--- src/rtl/mux_4x1_rr_arbiter.sv ---
// mux_4x1_rr_arbiter: round-robin owner of a shared 4:1 bit mux; define MUX_ARB_LOCK_EN to add the lock input
module mux_4x1_rr_arbiter #(
  parameter int HOLD_CYCLES = 4
) (
  input  logic       clk,
  input  logic       rst,
  input  logic [3:0] req,
  input  logic [3:0] in,
`ifdef MUX_ARB_LOCK_EN
  input  logic       lock,
`endif
  output logic [3:0] gnt,
  output logic [1:0] s,
  output logic       out,
  output logic       out_valid,
  output logic       busy
);
  typedef enum logic {IDLE, GRANT} state_t;
  localparam logic [4:0] HMAX = 5'(HOLD_CYCLES - 1);
  state_t     state_q;
  logic [3:0] gnt_q;
  logic [1:0] s_q, last_q, pri, idx, win;
  logic [4:0] hold_q;
  logic       out_q, ov_q, win_any, keep, rel, own_req;
  assign own_req = req[s_q];
`ifdef MUX_ARB_LOCK_EN
  assign keep = lock && own_req;
`else
  assign keep = 1'b0;
`endif
  assign rel = !own_req || (hold_q == HMAX && !keep);
  // search from the lane after the previous owner; later (higher-priority) hits overwrite earlier ones
  always_comb begin
    pri = (state_q == GRANT) ? s_q : last_q;
    idx = 2'd0;
    win = 2'd0;
    win_any = 1'b0;
    for (int k = 4; k >= 1; k--) begin
      idx = pri + 2'(k);
      if (req[idx]) begin
        win = idx;
        win_any = 1'b1;
      end
    end
  end
  // grant FSM plus registered data lane; a release re-arbitrates on the same edge so there is no idle gap
  always_ff @(posedge clk) begin
    if (rst) begin
      state_q <= IDLE;
      gnt_q   <= 4'b0000;
      s_q     <= 2'b00;
      last_q  <= 2'b11;
      hold_q  <= 5'd0;
      out_q   <= 1'b0;
      ov_q    <= 1'b0;
    end else begin
      ov_q <= (state_q == GRANT) && own_req;
      if (state_q == GRANT && own_req) out_q <= in[s_q];
      if (state_q == IDLE || rel) begin
        if (state_q == GRANT) last_q <= s_q;
        if (win_any) begin
          state_q <= GRANT;
          gnt_q   <= 4'b0001 << win;
          s_q     <= win;
          hold_q  <= 5'd0;
        end else begin
          state_q <= IDLE;
          gnt_q   <= 4'b0000;
        end
      end else begin
        hold_q <= (hold_q == HMAX) ? hold_q : hold_q + 5'd1;
      end
    end
  end
  assign gnt       = gnt_q;
  assign s         = s_q;
  assign out       = out_q;
  assign out_valid = ov_q;
  assign busy      = (state_q == GRANT);
endmodule
--- config.mk ---
export PLATFORM = sky130hd
export DESIGN_NAME = mux_4x1_rr_arbiter
export DESIGN_NICKNAME = d
export VERILOG_FILES = /design/src/rtl/mux_4x1_rr_arbiter.sv
export SDC_FILE = /design/constraint.sdc
export NUM_CORES = 1
export LEC_CHECK = 0
export ABC_AREA = 1
export CAP_MARGIN = 20
export CORE_UTILIZATION = 54
export DETAILED_ROUTE_END_ITERATION = 12
export PLACE_DENSITY = 0.83
export SYNTH_ARGS = -nofsm -noshare
export SYNTH_HDL_FRONTEND = slang
export SYNTH_SLANG_ARGS = --single-unit
--- constraint.sdc ---
create_clock -name clk -period 2.8 [get_ports clk]
set_input_delay 0.42 -clock clk [delete_from_list [all_inputs] [get_ports clk]]
set_output_delay 0.42 -clock clk [all_outputs]
set_load 0.03 [all_outputs]
==> qor.csv <==
metric,value,unit
Sw Pwr,0.0006627,W
final setup TNS,0,ns
fin cells,203,
Synth top area share,32.49,%
Die Y,44.73,um
Num CTS Buffers,3,
WP buf/inv,1,
DP Wirelength,1767,um
n_diodes,0,
vias in the first global route,878,
Fmax,515.2,MHz
YS warnings,0,
"antenna viol nets, final",0,
static leakage,0.5694,nW
DR iter-0 viols,34,
Final Cycle Share,69.32,%
CTS tree,done,
hold depth,2,
synthesized net count,169,
switching share of total power,51.67,%
Inst Count DP,200,
maximum VDD drop,0.5766,mV
Final min period,1.941,ns
total power,0.001283,W
share of cells above drive strength 1,10.67,%
RSZ-0062 raised after global routing,no,
synth-to-layout area growth,23.60,%
Flop pwr share,27.3,%
DRT Wirelength,2413,um
"Clk Latency, worst-skew pair",0.29,ns
Pwr Density,1053,nW/um2
initial antenna violation count,0,
Layout Nets,191,
top cell type by total area after synthesis,dfxtp_1,
Clock Tree Root,clkbuf_4,
CTS sink cnt,16,
critical path peak fanout,8,
fin util,70.58,%
Clk pwr share,9.5,%
Initial Utilization,57.10,%
Core ar.,1727,um2
Final setup violation count,0,
Crit path arrival time,1.52,ns
status,"complete, no violations",
Worst EP required,2.38,ns
"Cell Chain, Critical Path",clkdlybuf4s50_1,
final hold slack,0.4661,ns
Synth Flop Type,dfxtp_1,
post-route DRC violation count,0,
Rows,15,
overflow left after global routing,0,
post-synth cell types,27,
crit-path leading delay family,buffers and inverters,
Die Width,44.73,um
area of the die,2001,um2
actual slew at the worst max-slew pin,0.4648,ns
via-per-instance ratio,5.305,
post-CTS setup buffer count,0,
largest net degree at the start of global routing,13,
"EDFF count, synth",0,
Ports,19,
CP max stage cell,clkdlybuf4s50_1,
GRT Util Overall,26.51,%
cts repair resizes,0,
clock skew,0.0005926,ns
worst stage delay on the critical path,0.73,ns
Comb power frac,63.2,%
Hold WC Path Type,reg -> reg,
most instantiated cells after synthesis,"nand2_1 (64), dfxtp_1 (16), nand3_1 (13), inv_1 (12), a21oi_1 (11)",
ys async rst share,0,%
GPL Wtd Cong,0.8914,
syn_area_per_cell,6.240,um2
reg2reg path depth,12,
Slew HR,68.92,%
Hold Fails Final Rpt,0,
WL/cell,11.89,um
synth top area cells,"dfxtp_1 (32%), nand2_1 (24%), nand3_1 (6.6%)",
CP Capture Type,primary output,
CTS Buffer Depth,2,
max-slew violations,0,
Synth Register Bits,16,
Cells after Synth,158,
first-pass GRT wire length,3912,um
Pint,0.0006200,W
Setup crit start kind,register,
"Seq/Total Area, Yosys",32.49,%
kind of critical path,reg -> out,
DRT Pass-1 Iters,5,
Port Buffers,18,
synthesized cell area,985.9,um2
clock slew at reported path FFs,0.09,ns
DR vias,1077,
htree depth,1,
Post-CTS Hold Buffers,0,
Max Cap Violations,0,
cell with the most instances after synthesis,nand2_1,
CP Depth,1,
==> cells in the final DEF (no fill, tap or decap), drive strengths merged, types with 2 or more instances in the layout <==
cell type	n
a211oi	2
a21oi	12
nor2	9
nand3	14
o211ai	2
nand4	5
clkbuf	3
nand2	68
clkdlybuf4s50	18
o21ai	5
dfxtp	16
inv	17
nor3	2
==> sequential cells by signal, indices dropped and copies added (netlist names) <==
| name | cells |
|---|---|
| hold_q | 5 |
| gnt | 4 |
| last_q | 2 |
| s | 2 |
| busy | 1 |
| out | 1 |
| out_valid | 1 |
==> layer usage <==
| layer | wire length (um) | track usage (%) | share of wire (%) | vias to the layer above |
|---|---|---|---|---|
| met4 | 24 | 7.273 | 0.99 | 0 |
| met1 | 1140 | 36.32 | 47 | 473 |
| met2 | 1100 | 41.18 | 46 | 43 |
| met3 | 148 | 7.200 | 6.1 | 8 |
| li1 | - | - | - | 553 |
| met5 | 0 | 0 | 0 | - |
==> final cells by class <==
type,instances,area (um2)
inverters,17,63.81
fillers,172,508.0
multi-input cells,123,593.1
repair buffers,19,187.7
clock buffers,3,22.52
flip-flops and latches,16,320.3
well taps,25,31.28
==> power by group through the flow <==
stage / Combinational [W] / Sequential [W] / Clock (W)
global route: 0.000896 / 0.000362 / 0.000130
finish: 0.000811 / 0.000350 / 0.000121
CTS: 0.000801 / 0.000350 / 0.000122
global placement: 0.000774 / 0.000355 / 0
detailed placement: 0.000798 / 0.000356 / 0
floorplan: 0.000485 / 0.000437 / 0
==> path summary, 6_finish.rpt <==
check	startpoint	to	slack [ns]
setup reg to reg	s[0]	gnt[2]	0.90
hold reg to reg	gnt[1]	gnt[1]	0.47
setup / recovery	busy	busy	0.86
hold / removal	gnt[1]	gnt[1]	0.47
==> per-stage QoR <==
step,area (um2),worst slack (ns)
global route,1219,0.7157
detailed placement,1196,0.7359
CTS,1219,0.8550
global placement,1196,0.7749
finish,1219,0.8589
floorplan,985.9,1.067
==> kinds of logic (layout without fill, tap and decap cells) <==
kind of cell	count (synthesis)	in the layout	synth area share [%]
AND/OR/NAND/NOR	100	100	45.30
adder cells (fa/ha/maj)	1	1	1.269
buffers and inverters	19	39	7.359
flip-flops	16	16	32.49
AO/OA/AOI/OAI	22	22	13.58
(Power assumes the default switching activity.)
